File: config.mk
export PLATFORM = sky130hd
export DESIGN_NAME = unidade_controle_jogada
export DESIGN_NICKNAME = d
export VERILOG_FILES = /design/src/rtl/unidade_controle_jogada_pkg.sv /design/src/rtl/unidade_controle_jogada_detector_borda.sv /design/src/rtl/unidade_controle_jogada.sv
export SDC_FILE = /design/constraint.sdc
export NUM_CORES = 1
export LEC_CHECK = 0
export BUFFER_PORTS_ARGS = -buffer_cell sky130_fd_sc_hd__buf_2
export CORE_UTILIZATION = 54
export DETAILED_ROUTE_END_ITERATION = 8
export PLACE_DENSITY = 0.78
export SLEW_MARGIN = 20
export SYNTH_ARGS = -nofsm -noshare
export SYNTH_HDL_FRONTEND = slang
export SYNTH_HIERARCHICAL = 1
export SYNTH_SLANG_ARGS = --single-unit
File: constraint.sdc
create_clock -name clock -period 2.8 [get_ports clock]
set_input_delay 0.14 -clock clock [delete_from_list [all_inputs] [get_ports clock]]
set_output_delay 0.14 -clock clock [all_outputs]
set_load 0.01 [all_outputs]
File: src/rtl/unidade_controle_jogada_pkg.sv
// Shared state codes and types for the play-sequencing controller.
// The codes double as the db_estado debug value.
package unidade_controle_jogada_pkg;

    localparam logic [3:0] ST_INICIAL  = 4'h0;
    localparam logic [3:0] ST_PREPARA  = 4'h1;
    localparam logic [3:0] ST_ESPERA   = 4'h2;
    localparam logic [3:0] ST_REGISTRA = 4'h4;
    localparam logic [3:0] ST_COMPARA  = 4'h5;
    localparam logic [3:0] ST_PROXIMO  = 4'h6;
    localparam logic [3:0] ST_FIM_OK   = 4'hA;
    localparam logic [3:0] ST_FIM_TMO  = 4'hD;
    localparam logic [3:0] ST_FIM_ERR  = 4'hE;

    typedef enum logic [3:0] {
        INICIAL  = ST_INICIAL,
        PREPARA  = ST_PREPARA,
        ESPERA   = ST_ESPERA,
        REGISTRA = ST_REGISTRA,
        COMPARA  = ST_COMPARA,
        PROXIMO  = ST_PROXIMO,
        FIM_OK   = ST_FIM_OK,
        FIM_TMO  = ST_FIM_TMO,
        FIM_ERR  = ST_FIM_ERR
    } estado_t;

    function automatic logic is_fim(input estado_t e);
        return (e == FIM_OK) || (e == FIM_ERR) || (e == FIM_TMO);
    endfunction

endpackage

File: src/rtl/unidade_controle_jogada_detector_borda.sv
// Rising-edge detector; history resets high so a level
// already asserted at reset release produces no pulse.
module detector_borda (
    input  logic clock,
    input  logic reset,
    input  logic sinal,
    output logic pulso
);

    logic r_hist;

    always_ff @(posedge clock) begin
        if (reset) begin
            r_hist <= 1'b1;
        end else begin
            r_hist <= sinal;
        end
    end

    assign pulso = sinal & ~r_hist;

endmodule

File: src/rtl/unidade_controle_jogada.sv
// Moore controller for one round of plays: clears/steps the
// address counter, strobes the play register, flags the result.
module unidade_controle_jogada
    import unidade_controle_jogada_pkg::*;
#(
    parameter int ADDR_W  = 2,
    parameter int TIMEOUT = 5000
) (
    input  logic              clock,
    input  logic              reset,
    input  logic              iniciar,
    input  logic              jogada,
    input  logic              igual,
    input  logic [ADDR_W-1:0] endereco,
    output logic              cnt_clr_n,
    output logic              cnt_ld_n,
    output logic              cnt_en,
    output logic              reg_load,
    output logic              pronto,
    output logic              acertou,
    output logic              errou,
    output logic              timeout,
    output logic [3:0]        db_estado
);

    localparam int TMR_W = $clog2(TIMEOUT);
    localparam logic [TMR_W-1:0] TMR_LAST = TMR_W'(TIMEOUT - 1);
    localparam logic [ADDR_W-1:0] END_LAST = '1;

    estado_t          r_estado;
    estado_t          w_prox;
    logic [TMR_W-1:0] r_timer;
    logic             w_borda;
    logic             w_tmo;
    logic             w_fim_hold;

    detector_borda u_borda (
        .clock (clock),
        .reset (reset),
        .sinal (jogada),
        .pulso (w_borda)
    );

    assign w_tmo      = (r_timer == TMR_LAST);
    assign w_fim_hold = is_fim(r_estado) && !iniciar;

    always_comb begin
        w_prox = INICIAL;
        case (r_estado)
            INICIAL:  w_prox = iniciar ? PREPARA : INICIAL;
            PREPARA:  w_prox = ESPERA;
            ESPERA: begin
                // a press in the last cycle still counts
                if (w_borda) begin
                    w_prox = REGISTRA;
                end else if (w_tmo) begin
                    w_prox = FIM_TMO;
                end else begin
                    w_prox = ESPERA;
                end
            end
            REGISTRA: w_prox = COMPARA;
            COMPARA: begin
                if (!igual) begin
                    w_prox = FIM_ERR;
                end else if (endereco == END_LAST) begin
                    w_prox = FIM_OK;
                end else begin
                    w_prox = PROXIMO;
                end
            end
            PROXIMO:  w_prox = ESPERA;
            FIM_OK,
            FIM_ERR,
            FIM_TMO:  w_prox = w_fim_hold ? r_estado : PREPARA;
            default:  w_prox = INICIAL;
        endcase
    end

    always_ff @(posedge clock) begin
        if (reset) begin
            r_estado <= INICIAL;
        end else begin
            r_estado <= w_prox;
        end
    end

    // saturating; only meaningful while in ESPERA
    always_ff @(posedge clock) begin
        if (reset) begin
            r_timer <= '0;
        end else if (r_estado == PREPARA || r_estado == PROXIMO) begin
            r_timer <= '0;
        end else if (r_estado == ESPERA && r_timer != '1) begin
            r_timer <= r_timer + 1'b1;
        end
    end

    always_comb begin
        cnt_clr_n = 1'b1;
        cnt_ld_n  = 1'b1;
        cnt_en    = 1'b0;
        reg_load  = 1'b0;
        pronto    = 1'b0;
        acertou   = 1'b0;
        errou     = 1'b0;
        timeout   = 1'b0;
        case (r_estado)
            PREPARA:  cnt_clr_n = 1'b0;
            REGISTRA: reg_load  = 1'b1;
            PROXIMO:  cnt_en    = 1'b1;
            FIM_OK: begin
                pronto  = 1'b1;
                acertou = 1'b1;
            end
            FIM_ERR: begin
                pronto = 1'b1;
                errou  = 1'b1;
            end
            FIM_TMO: begin
                pronto  = 1'b1;
                timeout = 1'b1;
            end
            default: ;
        endcase
    end

    assign db_estado = r_estado;

endmodule
# Yosys cells after proc, flatten, opt, wreduce, memory -nomap -nowiden
# Cells that the tools add are included.
# word_totals
ff_bits	18
wordCells	42
# classes
n_addsub	1
bitwise_logic	2
n_reduce_logical	10
mux	14
eq_ne	12
# op_table
cell	count
4-bit one-hot mux with 6 select lines	1
4-bit 2-to-1 mux	5
13-bit by 1-bit adder with 13-bit output, second input constant	1
13-bit == test, second input constant	1
13-bit inequality test, second input constant	1
4-bit by 3-bit == test with 1-bit output, second input constant	3
4-bit == test, second input constant	3
1-bit 2-to-1 mux	8
4-bit by 1-bit == test with 1-bit output, second input constant	1
4-bit by 2-bit == test with 1-bit output, second input constant	1
4-bit logical NOT	1
2-bit OR reduction	2
1-bit logical OR	3
3-bit OR reduction	1
2-bit == test, second input constant	1
1-bit logical AND	2
2-bit inequality test, second input constant	1
1-bit bitwise AND	1
1-bit logical NOT	1
1-bit NOT	1

# Logic depth before layout (Yosys ltp)
# logic_depth
depth_word	6
mapped_depth	6
depth_no_buf	5

# Modules after synthesis
# The synthesis kept the hierarchy.
# by_module_without_submodules
mod	seq_area_each_um2	cells_per_inst	area_per_inst_um2	n_inst
unidade_controle_jogada	340.3	141	1069.8	1
detector_borda	20.0	3	32.5	1

# Worst setup path after synthesis
# No wires, ideal clock.
# synth_path
path_kind	flip-flop to flip-flop
startpoint	register r_estado[1] (netlist: db_estado[1])
endpoint	register r_timer[9]
synth_period_minus_slack_ps	2138
setup_ps	70
setup_slack_ps	662
t_required_ps	2730
path_stages_with_launch	6
arrival_ps	2067
path_cell_list	dfxtp_1 -> or4b_4 -> or3_1 -> buf_2 -> or4b_1 -> a21oi_1
# synth_between
elab_chain_cells	3
word_cells_on_any_way	6
# synth_lines
element	line	source
start: declaration	unidade_controle_jogada.sv:30	estado_t r_estado;
start signal: assignment	unidade_controle_jogada.sv:84	r_estado <= w_prox;
4-bit by 1-bit == test with 1-bit output / 4-bit by 3-bit == test with 1-bit output (equally long branches)	unidade_controle_jogada.sv:92	end else if (r_estado == PREPARA || r_estado == PROXIMO) begin
1-bit logical OR	unidade_controle_jogada.sv:92	
2-bit OR reduction (no source line)	n/a	
end signal: assignment	unidade_controle_jogada.sv:95	r_timer <= r_timer + 1'b1;
end: declaration	unidade_controle_jogada.sv:32	logic [TMR_W-1:0] r_timer;
# Several ways; a longest one is shown, not always the timed one.
# A chain may end at the register's enable or synchronous reset.

# Worst setup path in the final report
# layout_path
startpoint	register r_estado[2] (netlist: db_estado[2])
endpoint	register r_timer[9]
# The elaborated chain is that of the path after synthesis.

==> implementation parameters <==
Parameter                              Value

Status
  Result of the run ... complete, no violations

Clock network
  CTS resizes ... 0
  Clock root buffer ... sky130_fd_sc_hd__clkbuf_4
  TritonCTS clock tree ... yes
  Number of post-CTS setup repair buffers ... 0
  Clock sink total ... 18
  Number of buffers created by CTS ... 3
  CTS clock-pin slew for the worst setup and hold paths ... 0.11 ns
  Source-to-sink clock delay at the later pin of the worst-skew pair ... 0.29 ns
  Buffer depth of the longest clock path ... 2
  CTS H-tree depth ... 1
  Number of hold-repair buffers added at the cts stage ... 0

Setup path
  Largest incremental delay on the critical path ... 0.66 ns
  Arrival time at the worst endpoint ... 2.59 ns
  Chain of cells forming the critical path ... or4b_4 > or3_1 > or4b_1 > a21oi_1
  Startpoint kind of the worst setup timing path ... flop
  CP Launch Point ... db_estado[2]$_SDFFE_PP0P_
  Worst R2R Setup Slack ... 0.44 ns
  Data required time at the worst endpoint ... 3.02 ns
  End of the worst register-to-register path ... r_timer[9]$_SDFFE_PP0P_
  Count of buffer and inverter cells on the critical path ... 0
  Number of stages on the worst setup path ... 4
  Peak fanout along the critical path ... 13
  Cell at the slowest stage of the critical path ... sky130_fd_sc_hd__or4b_4
  Critical Path End ... r_timer[9]$_SDFFE_PP0P_
  CP delay by family, top ... simple AND/OR/NAND/NOR gates
  Depth of the worst register-to-register path ... 4
  Kind of end point of the critical path ... flop
  Launch point of the worst reg-to-reg path ... db_estado[2]$_SDFFE_PP0P_
  Critical path class ... flop to flop

Logic synthesis
  Cell accounting for the most synthesized area ... sky130_fd_sc_hd__dfxtp_1
  Proportion of netlist area held by the largest area contributor ... 32.7%
  Most used flip-flop cell after synthesis ... sky130_fd_sc_hd__dfxtp_1
  Cells taking the most area after synthesis ... sky130_fd_sc_hd__dfxtp_1 33%, sky130_fd_sc_hd__a21oi_1 10%, sky130_fd_sc_hd__or4_1 6.8%
  Share of synthesized area occupied by flip-flops and latches ... 32.7%
  Mean cell area of the mapped netlist ... 7.65 um2
  Gate Count Post-Synth ... 144
  Share of synthesized registers carrying an async set or reset ... 0%
  Count of flip-flops with a built-in enable after synthesis ... 0
  Synth warnings ... 6
  Number of flip-flops and latches in the synthesized netlist ... 18
  Number of distinct standard cells referenced by the synthesized netlist ... 37
  Post-synthesis instance area ... 1100 um2
  Synth Net Count ... 152

Hold path
  Min-delay worst type ... input pin to flop

Global route
  Overall routing resource usage ... 26.1%
  Grt total ovfl ... 0
  Largest net degree at the start of global routing ... 19
  Wire length of the first global-routing pass ... 4080 um
  Number of global-route vias before repair ... 946
  Routing usage on met1 ... 32.0%
  Met2 usage ... 43.9%
  M3 GR Usage ... 5.38%
  Global routing's busiest layer ... met2
  Number of antenna violations at the first check in global routing ... 0

STA
  Max Transition Viols Final ... 0
  Hold slack ... 0.0550 ns
  Timing-limited maximum frequency ... 0.423 GHz
  Crit share post-route ... 84.4%
  Final Skew ... 0.0132 ns
  Sum Neg Setup Slack ... 0 ns
  Setup repair after global routing missed its margin ... no
  Number of failing setup endpoints in the final timing report ... 0
  Number of failing hold endpoints at the final stage ... 0
  Fin crit period ... 2.36 ns

Placed design
  Sum of net half-perimeters after detailed placement ... 1930 um
  Placed Instances ... 179
  Instance area after placement ... 1200 um2
  Number of buffer cells added on primary ports ... 17
  Weighted congestion at the end of routability-driven global placement ... 0.825

Die
  Core box area ... 1820 um2
  Initial cell density of the core ... 60.5%
  Number of cell rows ... 15
  Count of boundary I/O pins ... 19
  Floorplan die area ... 2230 um2
  Width of the die ... 47.2 um
  Die height ... 47.2 um

Layout
  Area taken by flip-flops and latches ... 360 um2
  Antenna fix cells ... 0
  Leading cell types in the layout, fill and taps excluded ... 22 x sky130_fd_sc_hd__a21oi_1, 18 x sky130_fd_sc_hd__dfxtp_1, 17 x sky130_fd_sc_hd__buf_2
  Final net count ... 167
  Post-route cell area ... 1230 um2
  Final std cells w/o fill ... 182
  Fraction of layout instances using a drive strength above 1 ... 16.6%
  Most frequent standard cell in the layout excluding fill and tap cells ... sky130_fd_sc_hd__a21oi_1
  Synthesis-to-layout area growth ... 11.4%
  Filler cells ... 161
  Area of the multi-input gates ... 683 um2

Drt
  Number of vias per cell after detailed routing ... 6.36
  Remaining antenna violation count after routing ... 0
  DR iter-0 viols ... 37
  Per-cell routed wire length ... 14.6 um
  Count of TritonRoute iterations in the first routing pass ... 4
  Residual DRC ... 0
  Sum of routed wire length over all layers ... 2660 um
  Total number of vias ... 1157

Pwr
  Largest voltage drop on the vdd net ... 0.283 mV
  Static leakage ... 0.411 nW
  Ratio of total power to cell area ... 385 nW/um2

Job
  Max-cap violations ... 0
## layer usage
metal	vias to the layer above	part of all wire (%)	wire length, um
li1	577	-	-
met3	4	3.9	104
met2	32	48	1280
met1	544	47	1250
met4	0	1.1	30
met5	-	0	0
## synthesized netlist by cell type (all sizes together), types with 2 or more instances
library cell and n:
clkbuf 8, nor2 3, nor4b 2, buf 2, nor3 4, or3 7
or4 10, nand3 6, nor2b 2, dfxtp 18, o41ai 2, nand3b 2
and3 3, or4b 3, nand2b 3, inv 6, a21oi 22, o21ai 6
o31ai 8, nand2 11, nor4 3
## final cells by class
cell class	count	share of cell area, %
flip-flops and latches	18	29.4
inverters	6	1.83
repair buffers	20	8.77
multi-input cells	110	55.7
well taps	25	2.55
clock buffers	3	1.83
## per-stage QoR
| step | total power [W] | worst slack [ns] | utilization [%] |
|---|---|---|---|
| detailed placement | 0.000351 | 0.488 | 66.2 |
| global placement | 0.000348 | 0.543 | 66.2 |
| global route | 0.000497 | 0.335 | 67.4 |
| finish | 0.000473 | 0.437 | 67.4 |
| floorplan | 0.000326 | 0.662 | - |
| CTS | 0.000475 | 0.459 | 67.4 |
## worst min-delay path by stage
stage / startpoint / endpoint / cells past startpoint
after floorplan: reset / db_estado[2]$_SDFFE_PP0P_ / 1
after global placement: jogada / u_borda/r_hist$_SDFF_PP1_ / 2
after detailed placement: jogada / u_borda/r_hist$_SDFF_PP1_ / 2
after CTS: jogada / u_borda/r_hist$_SDFF_PP1_ / 2
after global routing: reset / db_estado[2]$_SDFFE_PP0P_ / 2
final: jogada / u_borda/r_hist$_SDFF_PP1_ / 2
## state kept, by name, summed over array words and instances (netlist names)
| register | count |
|---|---|
| r_timer | 13 |
| db_estado | 4 |
| u_borda/r_hist | 1 |
## kinds of logic after synthesis
logic type      synth area share (%)
buf+inv                         5.90
flops                           32.7
fa+ha+maj                       1.13
other cells                    0.340
compound gates                  22.7
simple gates                    37.2
## report_power, final
group          total (W)  internal [W]  switching (W)
Combinational  0.0000804     0.0000318      0.0000487
Sequential      0.000266      0.000262     0.00000440
Clock           0.000126     0.0000499      0.0000759
(Power assumes the default switching activity.)
